`src/rtl/branch_outcome_queue.sv`:
```
// branch_outcome_queue
//   Tracks predicted branches from fetch until execute reports their actual
//   direction. It then retires them strictly in allocation order and produces
//   one training pulse per branch for the direction predictor.
//
// Ports
//   clk, reset_n          clock, asynchronous active-low reset
//   alloc_valid/pc/pred   fetch allocates a predicted branch
//   alloc_ready, alloc_tag  queue has room; slot index for this allocation
//   resolve_valid/tag/taken execute reports the actual outcome of a slot
//   flush                 discard every in-flight entry
//   upd_valid/pc/taken    registered one-cycle training pulse for the predictor
//   mispredict            retiring branch was predicted wrongly
//   count                 number of in-flight entries
//   mispredict_count      saturating total of retired mispredicts
//   resolve_err           sticky flag set by any illegal resolve
module branch_outcome_queue #(
  parameter int DEPTH    = 8,
  parameter int PTR_BITS = 3
) (
  input  logic                clk,
  input  logic                reset_n,
  input  logic                alloc_valid,
  input  logic [31:0]         alloc_pc,
  input  logic                alloc_pred,
  output logic                alloc_ready,
  output logic [PTR_BITS-1:0] alloc_tag,
  input  logic                resolve_valid,
  input  logic [PTR_BITS-1:0] resolve_tag,
  input  logic                resolve_taken,
  input  logic                flush,
  output logic                upd_valid,
  output logic [31:0]         upd_pc,
  output logic                upd_taken,
  output logic                mispredict,
  output logic [PTR_BITS:0]   count,
  output logic [15:0]         mispredict_count,
  output logic                resolve_err
);

  localparam logic [PTR_BITS:0] FULL = (PTR_BITS+1)'(DEPTH);

  logic [DEPTH-1:0]    valid_q;
  logic [DEPTH-1:0]    resolved_q;
  logic [DEPTH-1:0]    pred_q;
  logic [DEPTH-1:0]    taken_q;
  logic [31:0]         pc_q [DEPTH];
  logic [PTR_BITS-1:0] head;
  logic [PTR_BITS-1:0] tail;

  logic do_alloc;
  logic resolve_ok;
  logic do_retire;
  logic head_misp;

  // Readiness looks only at the registered count, so a retire in the same
  // cycle never frees a slot early.
  assign alloc_ready = (count < FULL);
  assign alloc_tag   = tail;
  assign do_alloc    = alloc_valid && alloc_ready;

  // A slot being allocated this cycle is still invalid in the registered
  // state, so a resolve aimed at it is rejected by the same check.
  assign resolve_ok  = valid_q[resolve_tag] && !resolved_q[resolve_tag];
  assign do_retire   = valid_q[head] && resolved_q[head];
  assign head_misp   = pred_q[head] ^ taken_q[head];

  // Entry storage and pointers. Head and tail never collide on a write:
  // allocation is blocked when full, and retire needs a valid head.
  always_ff @(posedge clk or negedge reset_n) begin
    if (!reset_n) begin
      valid_q    <= '0;
      resolved_q <= '0;
      pred_q     <= '0;
      taken_q    <= '0;
      for (int i = 0; i < DEPTH; i++) pc_q[i] <= '0;
      head  <= '0;
      tail  <= '0;
      count <= '0;
    end else if (flush) begin
      valid_q    <= '0;
      resolved_q <= '0;
      head       <= '0;
      tail       <= '0;
      count      <= '0;
    end else begin
      if (do_retire) begin
        valid_q[head]    <= 1'b0;
        resolved_q[head] <= 1'b0;
        head             <= head + PTR_BITS'(1);
      end
      if (resolve_valid && resolve_ok) begin
        resolved_q[resolve_tag] <= 1'b1;
        taken_q[resolve_tag]    <= resolve_taken;
      end
      if (do_alloc) begin
        valid_q[tail]    <= 1'b1;
        resolved_q[tail] <= 1'b0;
        pc_q[tail]       <= alloc_pc;
        pred_q[tail]     <= alloc_pred;
        tail             <= tail + PTR_BITS'(1);
      end
      if (do_alloc && !do_retire)
        count <= count + (PTR_BITS+1)'(1);
      else if (!do_alloc && do_retire)
        count <= count - (PTR_BITS+1)'(1);
    end
  end

  // Training outputs. The payload holds its last value between pulses;
  // flush only silences the pulse and the mispredict flag.
  always_ff @(posedge clk or negedge reset_n) begin
    if (!reset_n) begin
      upd_valid        <= 1'b0;
      upd_pc           <= 32'h0;
      upd_taken        <= 1'b0;
      mispredict       <= 1'b0;
      mispredict_count <= 16'h0;
      resolve_err      <= 1'b0;
    end else if (flush) begin
      upd_valid  <= 1'b0;
      mispredict <= 1'b0;
    end else begin
      upd_valid <= do_retire;
      if (do_retire) begin
        upd_pc     <= pc_q[head];
        upd_taken  <= taken_q[head];
        mispredict <= head_misp;
        if (head_misp && (mispredict_count != 16'hFFFF))
          mispredict_count <= mispredict_count + 16'd1;
      end
      if (resolve_valid && !resolve_ok)
        resolve_err <= 1'b1;
    end
  end

endmodule

```
`config.mk`:
```
export PLATFORM = sky130hd
export DESIGN_NAME = branch_outcome_queue
export DESIGN_NICKNAME = d
export VERILOG_FILES = /design/src/rtl/branch_outcome_queue.sv
export SDC_FILE = /design/constraint.sdc
export NUM_CORES = 1
export LEC_CHECK = 0
export ABC_AREA = 1
export CAP_MARGIN = 20
export CELL_PAD_IN_SITES_DETAIL_PLACEMENT = 1
export CELL_PAD_IN_SITES_GLOBAL_PLACEMENT = 1
export CORE_ASPECT_RATIO = 0.5
export CORE_UTILIZATION = 50
export CTS_BUF_LIST = sky130_fd_sc_hd__clkbuf_4 sky130_fd_sc_hd__clkbuf_8
export CTS_CLUSTER_SIZE = 28
export DETAILED_ROUTE_END_ITERATION = 16
export HOLD_SLACK_MARGIN = 0.1
export PLACE_DENSITY = 0.86
export SYNTH_ARGS = -nofsm -noshare
export SYNTH_HDL_FRONTEND = slang
export SYNTH_SLANG_ARGS = --single-unit
```
`constraint.sdc`:
```
create_clock -name clk -period 5.7 [get_ports clk]
set_input_delay 1.14 -clock clk [delete_from_list [all_inputs] [get_ports clk]]
set_output_delay 1.14 -clock clk [all_outputs]
set_load 0.02 [all_outputs]
```
==> summary.md <==
| Metric | Value |
|---|---|
| Outcome | `completed` |
| Nets | `1960` |
| CTS Buffer Depth | `3` |
| Kind of critical path | `in2reg` |
| # fillers | `3650` |
| Max Transition Viols Final | `0` |
| Layout cells sized above 1 | `7.316%` |
| Chip Height | `127.7 um` |
| Initial antenna violation count | `0` |
| Largest net degree at the start of global routing | `129` |
| Endpoints failing hold | `0` |
| Worst-Margin Slew | `1119 ps` |
| Gr ovfl total | `0` |
| Net count after synthesis | `1912` |
| Crit start category | `primary input` |
| Worst-path fanout max | `16` |
| Worst hold slack | `474.7 ps` |
| Total GRT Usage | `31.78%` |
| Min Clock Period, post-route | `3309 ps` |
| Area Growth Syn to Fin | `13.88%` |
| WL final | `49350 um` |
| LEAKAGE | `8.469 nW` |
| Post-CTS sizing | `0` |
| I/O pins | `102` |
| Avg WL per Cell | `20.87 um` |
| Arr. time, crit path | `3790 ps` |
| Core Region | `30690 um^2` |
| Slew HR | `25.40%` |
| Compound-Gate Fraction of Synth Area | `12.85%` |
| Synth unique cells | `44` |
| ANT nets after route | `0` |
| Crit. End Element | `flop` |
| Cts hold-fix bufs | `0` |
| Count of non-filler cells in the finished layout | `2364` |
| Period Utilization, post-route | `58.06%` |
| Worst-path clk slew | `70 ps` |
| Mux share of post-synthesis cell area | `0%` |
| Most common cell after layout, fill and taps aside | `nand2_1` |
| Site Rows | `45` |
| Routability congestion estimate | `0.8624` |
| H-tree depth | `2` |
| Adder-cell share of the synthesized area | `0.5226%` |
| Aggregate negative setup slack | `0 ps` |
| FF+latch count, synth | `350` |
| Die W | `253.4 um` |
| Largest family of logic cells by synthesized area | `simple AND/OR/NAND/NOR gates` |
| Drt pass-1 iters | `7` |
| Number of antenna diodes | `0` |
| Power density cells | `347.4 nW/um^2` |
| Register area share after synthesis | `55.43%` |
| Final Cell Area | `17990 um^2` |
| Worst path required time | `6180 ps` |
| Vias in the first global route | `15100` |
| DRT iter0 DRCs | `1162` |
| Syn Area/Cell | `8.476 um^2` |
| Max VDD drop | `0.1748 mV` |
| RSZ-0062 raised after global routing | `no` |
| Clock sinks | `350` |
| Mapped Cells | `1864` |
| Post-place instance area | `16990 um^2` |
| Vias per inst | `5.944` |
| Final setup violation count | `0` |
| Clk Latency, worst-skew pair | `600 ps` |
| YS warnings | `0` |
| Worst min path class | `reg2reg` |
| Post-Synth Simple-Gate Area | `24.92%` |
| Final Skew | `20.14 ps` |
| Worst Hold Launch | `upd_pc[27]` |
| Cells after DPL | `2283` |
| Vias | `14050` |
| Synthesized area | `15800 um^2` |
| Initial Util | `51.49%` |
| Die ar. | `32360 um^2` |
| DRC | `0` |
| CTS tree | `built` |
| CTS Root Buffer Type | `clkbuf_8` |
| Synth Area in XOR/XNOR | `0.8869%` |
| Launch point of the worst reg-to-reg path | `head[1]` |
| Port bufs | `101` |
| Num CTS Buffers | `49` |
| Post-CTS Setup Inserts | `0` |
| F_max | `302.2 MHz` |
| Max-cap violation count | `0` |
| Most frequent cells in the layout | `nand2_1 (637), dfrtp_1 (349), o21ai_0 (296)` |
| Global-route wire length before repair | `81100 um` |
| Setup crit start | `resolve_tag[0]` |
| Dpl hpwl | `28290 um` |
## layer usage
metal | GRT usage (%) | wire, um
met5 | 0 | 0
met4 | 7.986 | 908
met3 | 4.832 | 2937
met2 | 53.65 | 23690
met1 | 43.35 | 21810
## cell usage after synthesis, drive strengths merged
master	number	area, um^2
a211oi	1	7.510
nand4	49	306.5
o22ai	1	6.260
nand2	646	2442
xor2	9	78.83
a21oi	11	58.81
a22oi	11	82.58
clkbuf	73	274.0
o21bai	1	7.510
inv	75	286.5
ha	5	62.56
a31oi	8	50.05
dfrtp	350	8758
o31ai	2	15.01
xnor2	7	61.31
o21ai	312	1562
buf	51	286.5
a32oi	18	157.7
fa	1	20.02
nand3	161	855.8
o2111ai	5	43.79
clkinv	1	3.750
nand3b	2	27.53
nor3	17	85.08
o211ai	4	40.03
nor2	39	195.2
or2	4	25.03
## final timing paths
| kind | to | slack (ps) | cells past startpoint |
|---|---|---|---|
| hold / removal | upd_pc[27] | 470 | 2 |
| min in group asynchronous | upd_pc[19] | 630 | 1 |
| hold reg to reg | upd_pc[27] | 470 | 2 |
| max in group asynchronous | pc_q[223] | 3840 | 2 |
| setup reg to reg | mispredict_count[4] | 2570 | 11 |
| setup / recovery | taken_q[4] | 2390 | 13 |
## through the flow
stage / util [%] / power, mW / setup WS, ps
6_report: 58.64 / 6.251 / 2391
3_5_place_dp: 55.36 / 4.216 / 1874
5_1_grt: 58.64 / 6.571 / 2157
2_1_floorplan: - / 3.834 / 3244
3_3_place_gp: 55.36 / 4.092 / 1997
4_1_cts: 58.57 / 6.273 / 2446
## worst max-delay path: stages
cell and delay [ps]:
clkdlybuf4s50_1 680, inv_1 460, nand2_1 130, nand2_1 100, nand2_1 50, nand2_1 80, nand2_1 80, nand2_1 70
nand4_1 150, nor2_2 530, nand2_1 140, nand2_1 120, nand2_1 50
## registers in the layout, indices dropped and copies added, names as in the netlist
| signal | count |
|---|---|
| head | 3 |
| resolved_q | 8 |
| upd_pc | 32 |
| mispredict_count | 16 |
| alloc_tag | 3 |
| mispredict | 1 |
| valid_q | 8 |
| pred_q | 8 |
| pc_q | 256 |
| count | 4 |
| resolve_err | 1 |
| taken_q | 8 |
| upd_taken | 1 |
| upd_valid | 1 |
## kinds of logic after synthesis
family | Yosys count
fa+ha+maj | 6
simple gates | 918
xor+xnor | 16
buf+inv | 200
compound gates | 374
flops | 350
## power by group
part           switching [mW]  total, mW  internal, mW
Combinational           0.619       1.01         0.391
Sequential              0.273       3.19          2.91
Clock                   0.982       2.05          1.07
Total                    1.87       6.25          4.38
## area by class of cell
cell class | count | area [um^2] | area share [%]
tap | 423 | 529.3 | 2.941
multi-input combinational | 1314 | 6223 | 34.59
sequential | 350 | 8762 | 48.70
inverter | 76 | 290.3 | 1.613
clock buffer | 74 | 924.6 | 5.139
timing repair buffer | 121 | 1204 | 6.689
clock inverter | 6 | 60.06 | 0.3338
(Power assumes the default switching activity.)
